$ cat src/rtl/intr_arbiter_if.sv
// ============================================================================
//  intr_arbiter_if : request, mask, EOI and CPU handshake signals of intr_arbiter
//  Revision 1.0
// ============================================================================
`default_nettype none

interface intr_arbiter_if #(
    parameter int N   = 8,
    parameter int IDW = 3
);
    logic [N-1:0]   irq_in;
    logic           mask_we;
    logic [N-1:0]   mask_wdata;
    logic           eoi;
    logic           Inta;
    logic           INT;
    logic [IDW-1:0] vec_id;
    logic           in_service;
    logic [N-1:0]   pending;
    logic [N-1:0]   mask;

    modport master (
        output irq_in, mask_we, mask_wdata, eoi, Inta,
        input  INT, vec_id, in_service, pending, mask
    );

    modport slave (
        input  irq_in, mask_we, mask_wdata, eoi, Inta,
        output INT, vec_id, in_service, pending, mask
    );
endinterface

`default_nettype wire

$ cat src/rtl/intr_arbiter.sv
// ============================================================================
//  intr_arbiter : edge-detecting, maskable N-source interrupt controller with a
//  single INT/Inta handshake and EOI blocking. IDW must equal clog2(N).
//  Optional macro INTR_ARB_RR_EN selects round-robin arbitration.
//  Revision 1.0
// ============================================================================
`default_nettype none

module intr_arbiter #(
    parameter int N   = 8,
    parameter int IDW = 3
) (
    input  wire logic      clk,
    input  wire logic      reset,
    intr_arbiter_if.slave  bus
);

    typedef enum logic [1:0] {
        S_IDLE    = 2'd0,
        S_REQ     = 2'd1,
        S_SERVICE = 2'd2
    } state_t;

    state_t         r_state;
    logic [N-1:0]   r_irq_d;
    logic [N-1:0]   r_pending;
    logic [N-1:0]   r_mask;
    logic           r_int;
    logic           r_in_service;
    logic [IDW-1:0] r_vec_id;

    logic [N-1:0]   w_edge;
    logic [N-1:0]   w_eligible;
    logic [N-1:0]   w_clear;
    logic           w_ack;
    logic           w_found;
    logic [IDW-1:0] w_winner;

    assign w_edge     = bus.irq_in & ~r_irq_d;
    assign w_eligible = r_pending & ~r_mask;
    assign w_ack      = (r_state == S_REQ) && bus.Inta;

    always_comb begin
        w_clear = '0;
        if (w_ack) begin
            w_clear[r_vec_id] = 1'b1;
        end
    end

`ifdef INTR_ARB_RR_EN
    logic [IDW-1:0] r_rr_ptr;
    logic [IDW-1:0] w_start;
    logic [N-1:0]   w_rot;
    logic [IDW-1:0] w_off;
    logic [IDW:0]   w_sum;

    // Rotate so bit 0 of w_rot is the source right after the pointer.
    assign w_start = (r_rr_ptr == IDW'(N - 1)) ? '0 : r_rr_ptr + IDW'(1);
    assign w_rot   = N'({w_eligible, w_eligible} >> w_start);

    always_comb begin
        w_found  = 1'b0;
        w_off    = '0;
        w_winner = '0;
        for (int k = 0; k < N; k++) begin
            if (!w_found && w_rot[k]) begin
                w_found = 1'b1;
                w_off   = IDW'(k);
            end
        end
        w_sum = {1'b0, w_start} + {1'b0, w_off};
        if (w_sum >= (IDW + 1)'(N)) begin
            w_sum = w_sum - (IDW + 1)'(N);
        end
        w_winner = w_sum[IDW-1:0];
    end
`else
    always_comb begin
        w_found  = 1'b0;
        w_winner = '0;
        for (int k = 0; k < N; k++) begin
            if (!w_found && w_eligible[k]) begin
                w_found  = 1'b1;
                w_winner = IDW'(k);
            end
        end
    end
`endif

    always_ff @(posedge clk) begin
        if (reset) begin
            r_state      <= S_IDLE;
            r_irq_d      <= '0;
            r_pending    <= '0;
            r_mask       <= '1;
            r_int        <= 1'b0;
            r_in_service <= 1'b0;
            r_vec_id     <= '0;
`ifdef INTR_ARB_RR_EN
            r_rr_ptr     <= IDW'(N - 1);
`endif
        end else begin
            r_irq_d <= bus.irq_in;
            // A fresh edge on the bit being acknowledged keeps it pending.
            r_pending <= (r_pending & ~w_clear) | w_edge;
            if (bus.mask_we) begin
                r_mask <= bus.mask_wdata;
            end

            case (r_state)
                S_IDLE: begin
                    if (w_found) begin
                        r_vec_id <= w_winner;
                        r_int    <= 1'b1;
                        r_state  <= S_REQ;
                    end
                end
                S_REQ: begin
                    if (bus.Inta) begin
                        r_int        <= 1'b0;
                        r_in_service <= 1'b1;
                        r_state      <= S_SERVICE;
`ifdef INTR_ARB_RR_EN
                        r_rr_ptr     <= r_vec_id;
`endif
                    end
                end
                S_SERVICE: begin
                    if (bus.eoi) begin
                        r_in_service <= 1'b0;
                        r_state      <= S_IDLE;
                    end
                end
                default: begin
                    r_int   <= 1'b0;
                    r_state <= S_IDLE;
                end
            endcase
        end
    end

    assign bus.INT        = r_int;
    assign bus.vec_id     = r_vec_id;
    assign bus.in_service = r_in_service;
    assign bus.pending    = r_pending;
    assign bus.mask       = r_mask;

endmodule

`default_nettype wire

$ cat src/flat_wrapper.sv
// flat-port wrapper written by rule: the top's interface ports become plain ports
module intr_arbiter_flat 
#(
    parameter int N   = 8,
    parameter int IDW = 3
)
  (clk, reset, bus_irq_in, bus_mask_we, bus_mask_wdata, bus_eoi, bus_Inta, bus_INT, bus_vec_id, bus_in_service, bus_pending, bus_mask);
  intr_arbiter_if #(.N(N), .IDW(IDW)) bus_i ();
  input  wire logic clk;
  input  wire logic reset;
  input wire logic [$bits(bus_i.irq_in)-1:0] bus_irq_in;
  input wire logic [$bits(bus_i.mask_we)-1:0] bus_mask_we;
  input wire logic [$bits(bus_i.mask_wdata)-1:0] bus_mask_wdata;
  input wire logic [$bits(bus_i.eoi)-1:0] bus_eoi;
  input wire logic [$bits(bus_i.Inta)-1:0] bus_Inta;
  output wire logic [$bits(bus_i.INT)-1:0] bus_INT;
  output wire logic [$bits(bus_i.vec_id)-1:0] bus_vec_id;
  output wire logic [$bits(bus_i.in_service)-1:0] bus_in_service;
  output wire logic [$bits(bus_i.pending)-1:0] bus_pending;
  output wire logic [$bits(bus_i.mask)-1:0] bus_mask;
  assign bus_i.irq_in = bus_irq_in;
  assign bus_i.mask_we = bus_mask_we;
  assign bus_i.mask_wdata = bus_mask_wdata;
  assign bus_i.eoi = bus_eoi;
  assign bus_i.Inta = bus_Inta;
  assign bus_INT = bus_i.INT;
  assign bus_vec_id = bus_i.vec_id;
  assign bus_in_service = bus_i.in_service;
  assign bus_pending = bus_i.pending;
  assign bus_mask = bus_i.mask;
  intr_arbiter #(.N(N), .IDW(IDW)) u_core (.clk(clk), .reset(reset), .bus(bus_i));
endmodule
$ cat config.mk
export PLATFORM = sky130hd
export DESIGN_NAME = intr_arbiter_flat
export DESIGN_NICKNAME = d
export VERILOG_FILES = /design/src/rtl/intr_arbiter_if.sv /design/src/rtl/intr_arbiter.sv /design/src/flat_wrapper.sv
export SDC_FILE = /design/constraint.sdc
export NUM_CORES = 1
export LEC_CHECK = 0
export ABC_AREA = 1
export BUFFER_PORTS_ARGS = -buffer_cell sky130_fd_sc_hd__buf_4
export CAP_MARGIN = 5
export CORE_UTILIZATION = 53
export DETAILED_ROUTE_END_ITERATION = 8
export HOLD_SLACK_MARGIN = 0.05
export PLACE_DENSITY = 0.93
export SYNTH_ARGS = -nofsm -noshare
export SYNTH_HDL_FRONTEND = slang
export SYNTH_SLANG_ARGS = --single-unit
$ cat constraint.sdc
create_clock -name clk -period 3.7 [get_ports clk]
set_input_delay 0.555 -clock clk [delete_from_list [all_inputs] [get_ports clk]]
set_output_delay 0.555 -clock clk [all_outputs]
set_load 0.05 [all_outputs]
==> out/metrics.yaml <==
nNetsFinal: 225
cts_setup_buffers: 0
outcome: "completed"
area_growth_pct: 29.1
reg2regPathDepth: 8
initial_core_util: 0.572
cp_slowest_cell: "dfxtp_1"
clock.fmax_ghz: 0.630
powerDensity_nw_per_um2: 494
place.detailed.hpwl_mm: 2.16
worstHoldPathType: "reg2reg"
synth-warning-count: 0
fin_crit_sh: 0.429
ir_drop_v: 0.000363
overflow: 0
clock_skew_ns: 0.00869
fin_setup_tns_ns: 0
grt_pass1_wl_mm: 4.58
clk_latency_ns: 0.31
start_kind: "register"
path_buf_inv: 1
drc: 0
vias: 1224
synth_ff_type: "dfxtp_1"
syn-cell-area_um2: 1290
first_iter_violations: 17
postSynthAreaPerCell_um2: 8.05
worst_pin_slew_ns: 0.475
crit_path_end_kind: "output pin"
synth.distinct_cells: 22
synth-seq-cells: 31
yosysSeqAreaShare: 0.482
finalWeightedCongestion: 0.846
postSynth.asyncResetShare: 0
slew_viol_final: 0
wirelength_mm: 2.83
drt_first_pass_iters: 4
timing.rr.start: "u_core.bus.mask[0]$_SDFFE_PP1P_"
worstPathCellList: "buf_4"
regToRegSetupSlack_ns: 2.39
antenna_cells: 0
cts.sinks: 31
port_buffers: 41
cts_buffer_depth: 2
ant_nets: 0
root_buffer: "clkbuf_4"
worstPathRequired_ns: 3.14
endpoint: "bus_vec_id[1]"
row_count: 17
final_util: 0.738
path_delay_family: "flip-flops"
avgRoutedWirePerCell_um: 12.1
die_y_um: 51.3
cts_resized: 0
clk_pin_slew_ns: 0.09
gr-usage-all-layers: 0.235
final_cell_mix: "41 x buf_4, 33 x nand2_1, 31 x dfxtp_1, 29 x inv_1, 12 x nor2_1"
timing.rr.end: "u_core.bus.vec_id[2]$_SDFFE_PP0P_"
viasPerCell: 5.25
synthCells: 160
cts_hold_buf: 0
p_leak_nw: 0.863
layout-drive-gt1-share: 0.273
critPathMaxFanout: 6
coreArea_um2: 2250
die_area_um2: 2630
hold_violations: 0
first_global_vias: 1080
final_common_cell: "buf_4"
final-setup-viol-count: 0
cts_tree: "yes"
die_x_um: 51.3
critical_path_class: "reg2out"
pin_count: 42
critPathArrivalTime_ns: 1.03
max_cap_violations: 0
grt_max_degree: 18
grt_setup_unrepaired: "no"
htreeDepth: 2
cts_buffers: 5
max_stage_delay_ns: 0.47
crit_cells: 1
fin_crit_ns: 1.59
relSlewSlack: 0.683
synth_edf_count: 0
syn_nets: 181
antenna_found_initial: 0
crit_start: "u_core.bus.vec_id[1]$_SDFFE_PP0P_"
## cell usage after synthesis (2+ instances only)
cell	instances	area [µm²]
buf_2	2	10.0
dfxtp_1	31	621
o41ai_1	7	61.3
nand2_1	33	124
a21oi_1	9	45.0
o21ai_0	5	25.0
nand2_2	2	12.5
nor2_1	12	45.0
inv_1	29	109
nand2_4	3	33.8
o22ai_1	7	43.8
nand4_1	2	12.5
nand3_1	8	40.0
clkbuf_1	2	7.51
## routing by layer
| layer | track usage | wire length, µm |
|---|---|---|
| met5 | 0 | 0 |
| met4 | 0.104 | 32 |
| met3 | 0.0595 | 192 |
| met2 | 0.404 | 1380 |
| met1 | 0.275 | 1220 |
## stage by stage
step	power [mW]	hold WS, ns	cells	setup WS, ns	cell area [µm²]
after floorplan	0.575	0.404	160	2.09	1290
after global placement	0.645	0.410	225	2.27	1610
after detailed placement	0.653	0.419	225	2.20	1610
after CTS	0.829	0.433	233	2.13	1660
after global routing	0.864	0.437	233	2.09	1660
final	0.823	0.429	233	2.11	1660
## flip-flops by register name (all words and copies together) (netlist names)
signal and flops:
u_core.bus.INT 1, u_core.bus.in_service 1, u_core.bus.mask 8, u_core.bus.pending 8
u_core.bus.vec_id 3, u_core.r_irq_d 8, u_core.r_state 2
## power breakdown
part | leakage [nW] | switching, mW | internal (mW)
logic | 0.575 | 0.166 | 0.0849
clock network | 0.0293 | 0.102 | 0.0739
registers | 0.258 | 0.0305 | 0.366
## cell type report
cell class / count / area (µm²)
Sequential cell: 31 / 621
Tap cell: 28 / 35.0
Inverter: 29 / 109
Clock inverter: 1 / 5.00
Timing Repair Buffer: 41 / 308
Multi-Input combinational cell: 96 / 542
Fill cell: 192 / 591
Clock buffer: 7 / 45.0
## logic make-up after synthesis
family	after synthesis	share of synthesized area
compound gates	30	0.157
buf+inv	33	0.0981
flops	31	0.482
simple gates	66	0.263
## how the worst min path moves through the flow
stage                                       from                                to  slack, ns  cells past startpoint
finish              u_core.r_irq_d[4]$_SDFF_PP0_  u_core.bus.pending[4]$_SDFF_PP0_       0.43                      1
global route                       bus_irq_in[0]      u_core.r_irq_d[0]$_SDFF_PP0_       0.44                      3
CTS                 u_core.r_irq_d[4]$_SDFF_PP0_  u_core.bus.pending[4]$_SDFF_PP0_       0.43                      1
detailed placement  u_core.r_irq_d[5]$_SDFF_PP0_  u_core.bus.pending[5]$_SDFF_PP0_       0.42                      1
global placement    u_core.r_irq_d[4]$_SDFF_PP0_  u_core.bus.pending[4]$_SDFF_PP0_       0.41                      1
floorplan           u_core.r_irq_d[7]$_SDFF_PP0_  u_core.bus.pending[7]$_SDFF_PP0_       0.40                      1
Note: power is estimated with default switching activity, not from simulation.
